`src/rtl/cp0_reg_pkg.sv`:
```
// Shared CP0 definitions: register numbers, exception type codes,
// ExcCode values and Status/Cause bit positions.
package cp0_reg_pkg;

    localparam logic [4:0] CP0_REG_COUNT   = 5'd9;
    localparam logic [4:0] CP0_REG_COMPARE = 5'd11;
    localparam logic [4:0] CP0_REG_STATUS  = 5'd12;
    localparam logic [4:0] CP0_REG_CAUSE   = 5'd13;
    localparam logic [4:0] CP0_REG_EPC     = 5'd14;
    localparam logic [4:0] CP0_REG_PRID    = 5'd15;
    localparam logic [4:0] CP0_REG_CONFIG  = 5'd16;

    localparam logic [31:0] EXC_TYPE_INT  = 32'h0000_0001;
    localparam logic [31:0] EXC_TYPE_SYS  = 32'h0000_0008;
    localparam logic [31:0] EXC_TYPE_RI   = 32'h0000_000a;
    localparam logic [31:0] EXC_TYPE_OV   = 32'h0000_000c;
    localparam logic [31:0] EXC_TYPE_TR   = 32'h0000_000d;
    localparam logic [31:0] EXC_TYPE_ERET = 32'h0000_000e;

    localparam logic [4:0] EXC_CODE_INT = 5'd0;
    localparam logic [4:0] EXC_CODE_SYS = 5'd8;
    localparam logic [4:0] EXC_CODE_RI  = 5'd10;
    localparam logic [4:0] EXC_CODE_OV  = 5'd12;
    localparam logic [4:0] EXC_CODE_TR  = 5'd13;

    localparam int STATUS_IE   = 0;
    localparam int STATUS_EXL  = 1;
    localparam int CAUSE_BD    = 31;
    localparam int CAUSE_IV    = 23;
    localparam int CAUSE_WP    = 22;
    localparam int CAUSE_IP_HI = 15;
    localparam int CAUSE_IP_LO = 8;
    localparam int CAUSE_EC_HI = 6;
    localparam int CAUSE_EC_LO = 2;

    // ExcCode for the synchronous exception types; 0 otherwise.
    function automatic logic [4:0] exc_code(input logic [31:0] t);
        logic [4:0] c;
        c = EXC_CODE_INT;
        case (t)
            EXC_TYPE_SYS: c = EXC_CODE_SYS;
            EXC_TYPE_RI:  c = EXC_CODE_RI;
            EXC_TYPE_OV:  c = EXC_CODE_OV;
            EXC_TYPE_TR:  c = EXC_CODE_TR;
            default:      c = EXC_CODE_INT;
        endcase
        return c;
    endfunction

endpackage

```
`src/rtl/cp0_reg_timer.sv`:
```
// Count/Compare pair and sticky timer interrupt.
// Ports: clk, resetn, count_we/compare_we + data_i, count_o, compare_o, timer_int_o.
module cp0_reg_timer
    import cp0_reg_pkg::*;
(
    input  logic        clk,
    input  logic        resetn,
    input  logic        count_we,
    input  logic        compare_we,
    input  logic [31:0] data_i,
    output logic [31:0] count_o,
    output logic [31:0] compare_o,
    output logic        timer_int_o
);

    logic hit;

    // Match uses the pre-increment count; Compare==0 disables the timer.
    assign hit = (compare_o != 32'd0) && (count_o == compare_o);

    always_ff @(posedge clk or negedge resetn) begin
        if (!resetn) begin
            count_o     <= 32'd0;
            compare_o   <= 32'd0;
            timer_int_o <= 1'b0;
        end else begin
            if (count_we) begin
                count_o <= data_i;
            end else begin
                count_o <= count_o + 32'd1;
            end
            if (compare_we) begin
                compare_o   <= data_i;
                timer_int_o <= 1'b0;
            end else if (hit) begin
                timer_int_o <= 1'b1;
            end
        end
    end

endmodule

```
`src/rtl/cp0_reg.sv`:
```
// CP0 register file: Count/Compare/Status/Cause/EPC/Config/PRId,
// mtc0 write port, exception state update, timer interrupt, mfc0 read.
module cp0_reg
    import cp0_reg_pkg::*;
#(
    parameter logic [31:0] PRID_VALUE   = 32'h004C0102,
    parameter logic [31:0] CONFIG_VALUE = 32'h00008000,
    parameter logic [31:0] STATUS_RESET = 32'h10000000
) (
    input  logic        clk,
    input  logic        resetn,
    input  logic        we_i,
    input  logic [4:0]  waddr_i,
    input  logic [31:0] data_i,
    input  logic [4:0]  raddr_i,
    input  logic [5:0]  int_i,
    input  logic [31:0] excepttype_i,
    input  logic [31:0] current_inst_addr_i,
    input  logic        is_in_delayslot_i,
    output logic [31:0] data_o,
    output logic [31:0] count_o,
    output logic [31:0] compare_o,
    output logic [31:0] status_o,
    output logic [31:0] cause_o,
    output logic [31:0] epc_o,
    output logic [31:0] config_o,
    output logic [31:0] prid_o,
    output logic        timer_int_o
);

    logic [31:0] status_n;
    logic [31:0] cause_n;
    logic [31:0] epc_n;
    logic [31:0] epc_tgt;

    cp0_reg_timer u_timer (
        .clk         (clk),
        .resetn      (resetn),
        .count_we    (we_i && (waddr_i == CP0_REG_COUNT)),
        .compare_we  (we_i && (waddr_i == CP0_REG_COMPARE)),
        .data_i      (data_i),
        .count_o     (count_o),
        .compare_o   (compare_o),
        .timer_int_o (timer_int_o)
    );

    assign config_o = CONFIG_VALUE;
    assign prid_o   = PRID_VALUE;

    assign epc_tgt = is_in_delayslot_i ?
                     current_inst_addr_i - 32'd4 :
                     current_inst_addr_i;

    // mtc0 first, then the exception overrides only the fields it owns.
    always_comb begin
        status_n = status_o;
        cause_n  = cause_o;
        epc_n    = epc_o;
        cause_n[15:10] = int_i;
        if (we_i) begin
            case (waddr_i)
                CP0_REG_STATUS: status_n = data_i;
                CP0_REG_EPC:    epc_n    = data_i;
                CP0_REG_CAUSE: begin
                    cause_n[9:8]     = data_i[9:8];
                    cause_n[CAUSE_WP] = data_i[CAUSE_WP];
                    cause_n[CAUSE_IV] = data_i[CAUSE_IV];
                end
                default: ;
            endcase
        end
        case (excepttype_i)
            EXC_TYPE_INT: begin
                epc_n                         = epc_tgt;
                cause_n[CAUSE_BD]             = is_in_delayslot_i;
                status_n[STATUS_EXL]          = 1'b1;
                cause_n[CAUSE_EC_HI:CAUSE_EC_LO] = EXC_CODE_INT;
            end
            EXC_TYPE_SYS, EXC_TYPE_RI,
            EXC_TYPE_OV, EXC_TYPE_TR: begin
                // Nested exceptions keep the original return point.
                if (!status_o[STATUS_EXL]) begin
                    epc_n             = epc_tgt;
                    cause_n[CAUSE_BD] = is_in_delayslot_i;
                end
                status_n[STATUS_EXL] = 1'b1;
                cause_n[CAUSE_EC_HI:CAUSE_EC_LO] = exc_code(excepttype_i);
            end
            EXC_TYPE_ERET: status_n[STATUS_EXL] = 1'b0;
            default: ;
        endcase
    end

    always_ff @(posedge clk or negedge resetn) begin
        if (!resetn) begin
            status_o <= STATUS_RESET;
            cause_o  <= 32'd0;
            epc_o    <= 32'd0;
        end else begin
            status_o <= status_n;
            cause_o  <= cause_n;
            epc_o    <= epc_n;
        end
    end

    // No bypass: reads see registered state only.
    always_comb begin
        data_o = 32'd0;
        case (raddr_i)
            CP0_REG_COUNT:   data_o = count_o;
            CP0_REG_COMPARE: data_o = compare_o;
            CP0_REG_STATUS:  data_o = status_o;
            CP0_REG_CAUSE:   data_o = cause_o;
            CP0_REG_EPC:     data_o = epc_o;
            CP0_REG_PRID:    data_o = prid_o;
            CP0_REG_CONFIG:  data_o = config_o;
            default:         data_o = 32'd0;
        endcase
    end

endmodule

```
`config.mk`:
```
export PLATFORM = sky130hd
export DESIGN_NAME = cp0_reg
export DESIGN_NICKNAME = d
export VERILOG_FILES = /design/src/rtl/cp0_reg_pkg.sv /design/src/rtl/cp0_reg_timer.sv /design/src/rtl/cp0_reg.sv
export SDC_FILE = /design/constraint.sdc
export NUM_CORES = 1
export LEC_CHECK = 0
export CAP_MARGIN = 40
export CORE_AREA = 5 5 161 163
export CTS_CLUSTER_SIZE = 25
export DETAILED_ROUTE_END_ITERATION = 6
export DIE_AREA = 0 0 166 168
export PLACE_DENSITY = 0.75
export SETUP_SLACK_MARGIN = 0.1
export SLEW_MARGIN = 20
export SYNTH_ARGS = -nofsm -noshare
export SYNTH_HDL_FRONTEND = slang
export SYNTH_HIERARCHICAL = 1
export SYNTH_SLANG_ARGS = --single-unit
```
`constraint.sdc`:
```
create_clock -name clk -period 3.15 [get_ports clk]
set_input_delay 0.63 -clock clk [delete_from_list [all_inputs] [get_ports clk]]
set_output_delay 0.63 -clock clk [all_outputs]
set_load 0.1 [all_outputs]
```
==> impl_metrics.py, run 1 <==
metrics = {
    "logic_synthesis": {
        "yosysTopAreaCell": "dfrtp_1",
        "yosys-top-cells-area": "dfrtp_1, mux2_2, mux2i_1, buf_4, xor2_1",
        "synth_edf_count": 0,
        "ys_ff_latch": 144,
        "yosysWarnings": 6,
        "ys_async_sr_fraction_pct": 100,
        "synth_ff_type": "dfrtp_1",
        "yosysSeqAreaShare_pct": 37.9,
        "synth_cell_types": 61,
        "yosys.area.top_type_share_pct": 37.6,
        "avgSynthCellArea_um2": 9.76,
        "ys_top_cells_by_count": "dfrtp_1, buf_4, mux2_2, mux2i_1, clkbuf_1",
        "synth_most_common_cell": "dfrtp_1",
        "synth_cells": 975,
        "syn-cell-area_um2": 9510,
    },
    "grt": {
        "grt_use_total_pct": 25.8,
        "grt_antenna_before_repair": 0,
        "grt_pass1_wl_um": 55900,
        "grt_pass1_vias": 8728,
        "overflow": 0,
        "grt_max_degree": 58,
    },
    "route": {
        "vias": 9220,
        "drtIter0Drc": 853,
        "totalWireLength_um": 38600,
        "firstDrtPassIters": 5,
        "drcViolationCount": 0,
        "post_drt_wl_per_cell_um": 23.9,
        "viasPerCell": 5.73,
        "antenna_left": 0,
    },
    "worst_setup_path": {
        "crit_arrival_ns": 2.27,
        "cp-end-kind": "primary output",
        "crit_fanout": 15,
        "cp_num_buf_inv": 3,
        "cp.depth": 6,
        "cpPeakStageDelay_ns": 0.39,
        "critical_path_class": "input pin to primary output",
        "slowest_stage": "mux2i_1",
        "r2r_cells": 4,
        "critPathRequiredTime_ns": 2.52,
        "critPathTopFamily": "buffers and inverters",
        "worstPathCellList": "buf_2 -> buf_4 -> mux2i_1 -> o2bb2ai_1 -> a221o_1 -> buf_12",
        "worst_setup_path_start_kind": "input pin",
    },
    "placement": {
        "dpl_worst_slack_ns": -0.0156,
        "port_buffers": 291,
        "dp_cells": 1566,
        "gp_congestion": 0.936,
        "placed_area_um2": 12800,
        "dp_hpwl_um": 29700,
    },
    "power_and_ir_drop": {
        "leakage_nw": 5.78,
        "powerDensity_nw_per_um2": 824,
        "ir_drop_mv": 0.472,
    },
    "finish": {
        "stdcell_area_um2": 13600,
        "syn_to_final_growth_pct": 43.4,
        "layout-drive-gt1-share_pct": 30.1,
        "nFillCells": 2128,
        "nNetsFinal": 1390,
        "finalNonFillerCells": 1610,
    },
    "floorplan": {
        "io_pins": 373,
        "fp.dieH_um": 168,
        "die_x_um": 166,
        "die_area_um2": 27900,
        "coreArea_um2": 24200,
        "fp-row-count": 57,
        "start_util_pct": 39.4,
    },
    "timing": {
        "tightest_slew_ns": 0.591,
        "fin_skew_ns": 0.00685,
        "slew_headroom_pct": 60.5,
        "fin_crit_ns": 2.90,
        "setup_ws_ns": 0.253,
        "hold_viol": 0,
        "rsz0062_at_grt": "false",
        "fmax_mhz": 345,
        "drv_slew": 0,
        "setup_viol": 0,
        "holdWs_ns": 0.164,
        "post-route-period-util_pct": 92.0,
    },
    "clock_tree": {
        "root_buffer": "clkbuf_16",
        "cts_max_level": 4,
        "cts_hold_buf": 0,
        "clk_latency_ns": 0.42,
        "cts_buffers": 17,
        "clockBufferDepth": 2,
        "cts_tree": "yes",
        "cts.sinks": 144,
        "cts.clk_slew.worst_paths_ns": 0.06,
    },
    "hold_path": {
        "hold_path_class": "input pin to asynchronous set/reset pin",
    },
    "outcome": {
        "status": "finished, final reports clean",
    },
    "job": {
        "maxCapViolCount": 0,
    },
}
[cells in the final DEF (no fill, tap or decap), types with 11 or more instances in the layout]
cell | Yosys | routed
nand2_1 | 34 | 34
clkdlybuf4s50_1 | 0 | 109
o21ai_2 | 0 | 13
o21ai_0 | 42 | 28
a22oi_1 | 14 | 12
o31ai_1 | 23 | 23
or3_1 | 16 | 16
nor2_1 | 35 | 34
xor2_1 | 44 | 44
inv_1 | 29 | 29
conb_1 | 2 | 81
buf_12 | 0 | 38
nor4_1 | 27 | 26
nand4_1 | 19 | 19
a31oi_1 | 54 | 54
or4_1 | 31 | 31
mux2_2 | 69 | 69
mux2i_1 | 64 | 64
buf_4 | 82 | 193
clkbuf_16 | 0 | 20
xnor2_1 | 11 | 11
nand3_1 | 14 | 14
and4_1 | 24 | 24
a311oi_1 | 17 | 17
dfrtp_1 | 143 | 143
[sequential cells by signal, indices dropped and copies added, names as in the netlist]
name	flops
cause_o	15
epc_o	32
status_o	32
u_timer/compare_o	32
u_timer/count_o	32
u_timer/timer_int_o	1
[power by group]
part / internal (mW) / switching, mW
logic: 1.32 / 4.68
clock network: 1.42 / 0.844
registers: 2.25 / 0.732
[timing repair]
action                                  in CTS  in global routing
endpoints found under the setup margin      21                 23
setup buffers                                2                  5
gates resized for setup                      2                 12
gates cloned                                 0                  4
pin swaps                                    0                  4
[layout make-up]
| cell class | instances | area, um^2 | area share, % |
|---|---|---|---|
| Multi-Input combinational cell | 727 | 5390 | 39.5 |
| Clock buffer | 17 | 425 | 3.12 |
| Timing Repair Buffer | 352 | 3480 | 25.5 |
| Antenna cell | 1 | 2.50 | 0.0183 |
| Inverter | 30 | 113 | 0.825 |
| Sequential cell | 144 | 3600 | 26.4 |
| Clock inverter | 15 | 230 | 1.69 |
| Tap cell | 324 | 405 | 2.97 |
[metrics by stage]
stage               utilization, %  TNS [ns]  power, mW
detailed placement            52.9   -0.0156       8.95
global route                  56.4         0       11.6
CTS                           55.7         0       11.2
global placement              52.8    -0.872       8.90
finish                        56.4         0       11.2
floorplan                        -    -0.437       7.39
[final timing paths]
check,from,end,slack [ns]
max reg2reg,u_timer/count_o[7],u_timer/count_o[21],1.02
max in group asynchronous,resetn,epc_o[27],2.22
min in group clk,status_o[15],status_o[15],0.54
max,raddr_i[1],data_o[4],0.25
min,resetn,u_timer/count_o[8],0.16
min reg2reg,status_o[15],status_o[15],0.54
[metal layers]
| metal | GRT usage, % | vias to the layer above | share of wire, % |
|---|---|---|---|
| met5 | 0 | - | 0 |
| met4 | 8.03 | 0 | 3.1 |
| met3 | 5.13 | 68 | 8.1 |
| met2 | 42.0 | 521 | 48 |
| met1 | 35.0 | 4487 | 41 |
| li1 | - | 4144 | - |
[cell families after synthesis]
family | synth area share [%]
multiplexers | 14.9
AND/OR/NAND/NOR | 16.4
adder cells (fa/ha/maj) | 0.263
other | 0.0789
AO/OA/AOI/OAI | 14.8
XOR/XNOR | 5.06
buffers and inverters | 10.7
flip-flops | 37.9
No activity file was read; power rests on OpenSTA's default activity.
==> run 2: changes to the inputs <==
- HOLD_SLACK_MARGIN: unset -> 0.06
- SLEW_MARGIN: 20 -> 5
==> impl_metrics.py, run 2 (same netlist as run 1, synthesis figures left out) <==
metrics = {
    "floorplan": {
        "start_util_pct": 39.4,
        "die_x_um": 166,
        "coreArea_um2": 24200,
        "die_area_um2": 27900,
        "io_pins": 373,
        "fp-row-count": 57,
        "fp.dieH_um": 168,
    },
    "timing": {
        "tightest_slew_ns": 0.623,
        "fin_skew_ns": 0.00933,
        "post-route-period-util_pct": 91.7,
        "drv_slew": 0,
        "rsz0062_at_grt": "false",
        "setup_tns_ns": 0,
        "fin_crit_ns": 2.89,
        "hold_viol": 0,
        "holdWs_ns": 0.159,
        "fmax_mhz": 346,
        "slew_headroom_pct": 58.3,
        "setup_viol": 0,
    },
    "finish": {
        "nNetsFinal": 1390,
        "syn_to_final_growth_pct": 43.6,
        "multi_input_area_um2": 5380,
        "antenna_cells": 0,
        "final_common_cell": "buf_4",
        "stdcell_area_um2": 13700,
        "finalNonFillerCells": 1609,
        "nFillCells": 2116,
        "layout-drive-gt1-share_pct": 30.0,
        "seq_area_um2": 3600,
        "final_cell_mix": "buf_4, dfrtp_1, clkdlybuf4s50_1, conb_1, mux2_2",
    },
    "route": {
        "met3_length_um": 3470,
        "viasPerCell": 5.77,
        "firstDrtPassIters": 7,
        "drcViolationCount": 0,
        "top_layer": "met4",
        "vias": 9277,
        "totalWireLength_um": 38600,
        "antenna_left": 0,
        "drtIter0Drc": 873,
        "met2_length_um": 18500,
        "wl_met1_um": 15400,
        "post_drt_wl_per_cell_um": 24.0,
    },
    "grt": {
        "overflow": 0,
        "grt_pass1_wl_um": 55600,
        "grt_use_total_pct": 25.8,
        "grt_pass1_vias": 8784,
        "grt_max_degree": 58,
        "grt_antenna_before_repair": 0,
    },
    "clock_tree": {
        "cts_tree": "yes",
        "cts.clk_slew.worst_paths_ns": 0.07,
        "cts.sinks": 144,
        "cts_hold_buf": 0,
        "cts_max_level": 4,
        "clockBufferDepth": 2,
        "cts_buffers": 17,
        "clk_latency_ns": 0.43,
        "root_buffer": "clkbuf_16",
    },
    "placement": {
        "port_buffers": 291,
        "gp_congestion": 0.936,
        "dp_cells": 1566,
        "placed_area_um2": 12800,
        "dp_hpwl_um": 29700,
    },
    "hold_path": {
        "hold_path_class": "input pin to asynchronous set/reset pin",
    },
    "worst_setup_path": {
        "crit_arrival_ns": 2.26,
        "critical_path_class": "input pin to primary output",
        "cpPeakStageDelay_ns": 0.37,
        "cp_num_buf_inv": 3,
        "worstPathCellList": "buf_2 -> buf_4 -> mux2i_1 -> o2bb2ai_1 -> a221o_1 -> buf_12",
        "crit_fanout": 15,
        "cp-end-kind": "primary output",
        "critPathTopFamily": "buffers and inverters",
        "slowest_stage": "mux2i_1",
        "critPathRequiredTime_ns": 2.52,
        "worst_setup_path_start_kind": "input pin",
    },
    "job": {
        "maxCapViolCount": 0,
    },
    "outcome": {
        "status": "finished, final reports clean",
    },
    "power_and_ir_drop": {
        "leakage_nw": 5.80,
        "powerDensity_nw_per_um2": 830,
        "ir_drop_mv": 0.413,
    },
}
-- run 2: cell count changes in the layout (fill, tap and decap cells not counted), sizes merged --
| cell | change |
|---|---|
| bufinv | +1 |
| diode | -1 |
| clkinvlp | -1 |
-- run 2: final cells by class --
type | count | share of cell area [%]
clock buffer | 17 | 3.11
clock inverter | 15 | 1.87
inverter | 30 | 0.824
multi-input combinational | 727 | 39.4
sequential | 144 | 26.4
tap | 324 | 2.97
timing repair buffer | 352 | 25.4
-- run 2: routing by layer --
layer,GRT usage [%],vias up
li1,-,4133
met1,34.7,4522
met2,41.6,557
met3,5.37,65
met4,8.75,0
met5,0,-
-- run 2: final timing paths --
path / start / end / slack, ns / cells after the start
setup / recovery: raddr_i[1] / data_o[4] / 0.26 / 6
hold / removal: resetn / u_timer/count_o[8] / 0.16 / 1
setup reg to reg: u_timer/count_o[7] / u_timer/count_o[27] / 1.02 / 4
hold reg to reg: status_o[18] / status_o[18] / 0.53 / 1
max in group asynchronous: resetn / epc_o[15] / 2.24 / 2
min in group clk: status_o[18] / status_o[18] / 0.53 / 1
-- run 2: power by group --
group          internal (mW)  leakage [nW]  switching (mW)
Combinational           1.32          3.72            4.68
Clock                   1.50         0.326           0.847
Sequential              2.25          1.75           0.734
Total                   5.08          5.80            6.26
-- run 2: through the flow --
stage	power (mW)	utilization (%)	worst slack [ns]
6_report	11.3	56.5	0.261
5_1_grt	11.7	56.5	0.251
4_1_cts	11.3	55.8	0.0814
3_5_place_dp	8.95	52.9	-0.00982
3_3_place_gp	8.90	52.8	-0.124
2_1_floorplan	7.39	-	-0.0897
-- run 2: repair_timing --
action	in CTS	in global routing
cloned	0	4
pin swaps	1	3
buffers inserted	2	5
resized for setup	3	9
endpoints found under the setup margin	21	23
-- run 2: worst reg2reg max path, stage by stage (launching register included) --
cell and delay (ns):
dfrtp_1 0.63, and4_1 0.31, nand4bb_4 0.33, or4_1 0.62, a31oi_1 0.17
==> run 3: changes to the inputs <==
- CELL_PAD_IN_SITES_DETAIL_PLACEMENT: unset -> 0
- CELL_PAD_IN_SITES_GLOBAL_PLACEMENT: unset -> 2
- CORE_AREA: 5 5 161 163 -> 5 5 198 200
- DIE_AREA: 0 0 166 168 -> 0 0 203 205
- PLACE_DENSITY: 0.75 -> 0.83
- SLEW_MARGIN: 5 -> 30
- clock period: 3.15 -> 3.2 ns (I/O delays scaled with it)
==> impl_metrics.py, run 3 (same netlist as run 1, synthesis figures left out) <==
metrics = {
    "outcome": {
        "status": "finished, final reports clean",
    },
    "worst_setup_path": {
        "critPathTopFamily": "buffers and inverters",
        "r2r_slack_ns": 1.07,
        "slowest_stage": "a221o_1",
        "reg2reg_from": "u_timer/count_o[6]",
        "cp-end-kind": "primary output",
        "worstPathCellList": "dlygate4sd2_1 -> buf_4 -> nor2b_1 -> nor2b_1 -> buf_4 -> buf_12 -> a221o_1 -> buf_12",
        "crit_fanout": 9,
        "cpPeakStageDelay_ns": 0.34,
        "crit_arrival_ns": 2.24,
        "critical_path_class": "input pin to primary output",
        "critPathRequiredTime_ns": 2.56,
        "r2r-end": "u_timer/count_o[25]",
        "worst_setup_path_start_kind": "input pin",
        "cp_num_buf_inv": 5,
        "r2r_cells": 4,
    },
    "grt": {
        "grt_antenna_before_repair": 1,
        "grt_pass1_vias": 8984,
        "overflow": 0,
        "grt_use_total_pct": 19.6,
        "grt_max_degree": 80,
        "grt_pass1_wl_um": 60800,
    },
    "clock_tree": {
        "cts_hold_buf": 0,
        "root_buffer": "clkbuf_16",
        "cts_tree": "yes",
        "cts_buffers": 17,
        "cts.clk_slew.worst_paths_ns": 0.07,
        "clockBufferDepth": 2,
        "cts.sinks": 144,
        "clk_latency_ns": 0.44,
        "cts_max_level": 4,
    },
    "timing": {
        "setup_viol": 0,
        "fin_skew_ns": 0.0106,
        "rsz0062_at_grt": "false",
        "setup_ws_ns": 0.324,
        "tightest_slew_ns": 0.607,
        "fin_crit_ns": 2.88,
        "drv_slew": 0,
        "fmax_mhz": 348,
        "slew_headroom_pct": 59.4,
        "post-route-period-util_pct": 89.9,
        "holdWs_ns": 0.0777,
        "hold_viol": 0,
    },
    "route": {
        "antenna_left": 0,
        "post_drt_wl_per_cell_um": 24.4,
        "drtIter0Drc": 503,
        "drcViolationCount": 0,
        "totalWireLength_um": 43100,
        "vias": 9117,
        "firstDrtPassIters": 5,
        "viasPerCell": 5.17,
    },
    "floorplan": {
        "die_area_um2": 41600,
        "fp.dieH_um": 205,
        "io_pins": 373,
        "start_util_pct": 25.6,
        "die_x_um": 203,
        "fp-row-count": 71,
        "coreArea_um2": 37200,
    },
    "finish": {
        "syn_to_final_growth_pct": 45.1,
        "layout-drive-gt1-share_pct": 30.0,
        "final_common_cell": "buf_4",
        "final_cell_mix": "buf_4, dfrtp_1, clkdlybuf4s50_1, conb_1, mux2_2",
        "nFillCells": 3755,
        "nNetsFinal": 1394,
    },
    "job": {
        "maxCapViolCount": 0,
    },
    "placement": {
        "gp_congestion": 0.901,
        "dpl_worst_slack_ns": 0.0116,
        "dp_hpwl_um": 33900,
        "port_buffers": 291,
    },
    "hold_path": {
        "hold_path_class": "input pin to asynchronous set/reset pin",
    },
    "power_and_ir_drop": {
        "powerDensity_nw_per_um2": 792,
        "ir_drop_mv": 0.267,
        "leakage_nw": 5.77,
    },
}
run 3: worst reg2reg max path, delay by kind of cell (launching register included):
family             cells  cell delay, ns
AOI/OAI and AO/OA      1            0.17
DFF                    1            0.56
and+or+nand+nor        3            1.31
run 3: timing repair:
action,CTS,global route
setup buffers,2,5
pin swaps,2,4
gates cloned,0,3
endpoints found under the hold margin,0,0
gates resized for setup,5,5
endpoints found under the setup margin,17,9
run 3: cell type report:
type,count,area [um^2],share of cell area [%]
clock buffers,18,439,3.18
repair buffers,356,3540,25.6
diodes,3,7.51,0.0544
inverters,30,113,0.816
well taps,474,593,4.30
multi-input cells,727,5370,38.9
flip-flops and latches,144,3600,26.1
clock inverters,13,139,1.01
run 3: worst max path at each step:
stage | depth (start not counted) | to | startpoint
floorplan | 5 | data_o[22] | raddr_i[4]
global placement | 6 | data_o[31] | raddr_i[0]
detailed placement | 6 | data_o[31] | raddr_i[0]
CTS | 8 | data_o[13] | raddr_i[4]
global route | 8 | data_o[13] | raddr_i[0]
finish | 8 | data_o[13] | raddr_i[0]
run 3: per-layer routing:
| layer | track usage, % | wire length, um | vias to the layer above |
|---|---|---|---|
| met4 | 6.04 | 1160 | 0 |
| li1 | - | - | 4146 |
| met5 | 0 | 0 | - |
| met3 | 4.69 | 2670 | 55 |
| met1 | 25.8 | 18500 | 4546 |
| met2 | 31.9 | 20700 | 370 |
run 3: report_power, final:
part	internal [mW]	switching [mW]
clock	1.16	0.841
combinational	1.31	4.66
sequential	2.22	0.739
total	4.70	6.24
run 3: through the flow:
| step | total power, mW | util, % | cell area (um^2) | instances | setup TNS (ns) |
|---|---|---|---|---|---|
| 2_1_floorplan | 7.27 | - | 9940 | 1054 | -0.119 |
| 3_3_place_gp | 8.90 | 35.0 | 13000 | 1719 | 0 |
| 3_5_place_dp | 8.94 | 35.0 | 13000 | 1719 | 0 |
| 4_1_cts | 11.0 | 36.6 | 13600 | 1752 | 0 |
| 5_1_grt | 11.3 | 37.1 | 13800 | 1762 | 0 |
| 6_report | 10.9 | 37.1 | 13800 | 1765 | 0 |
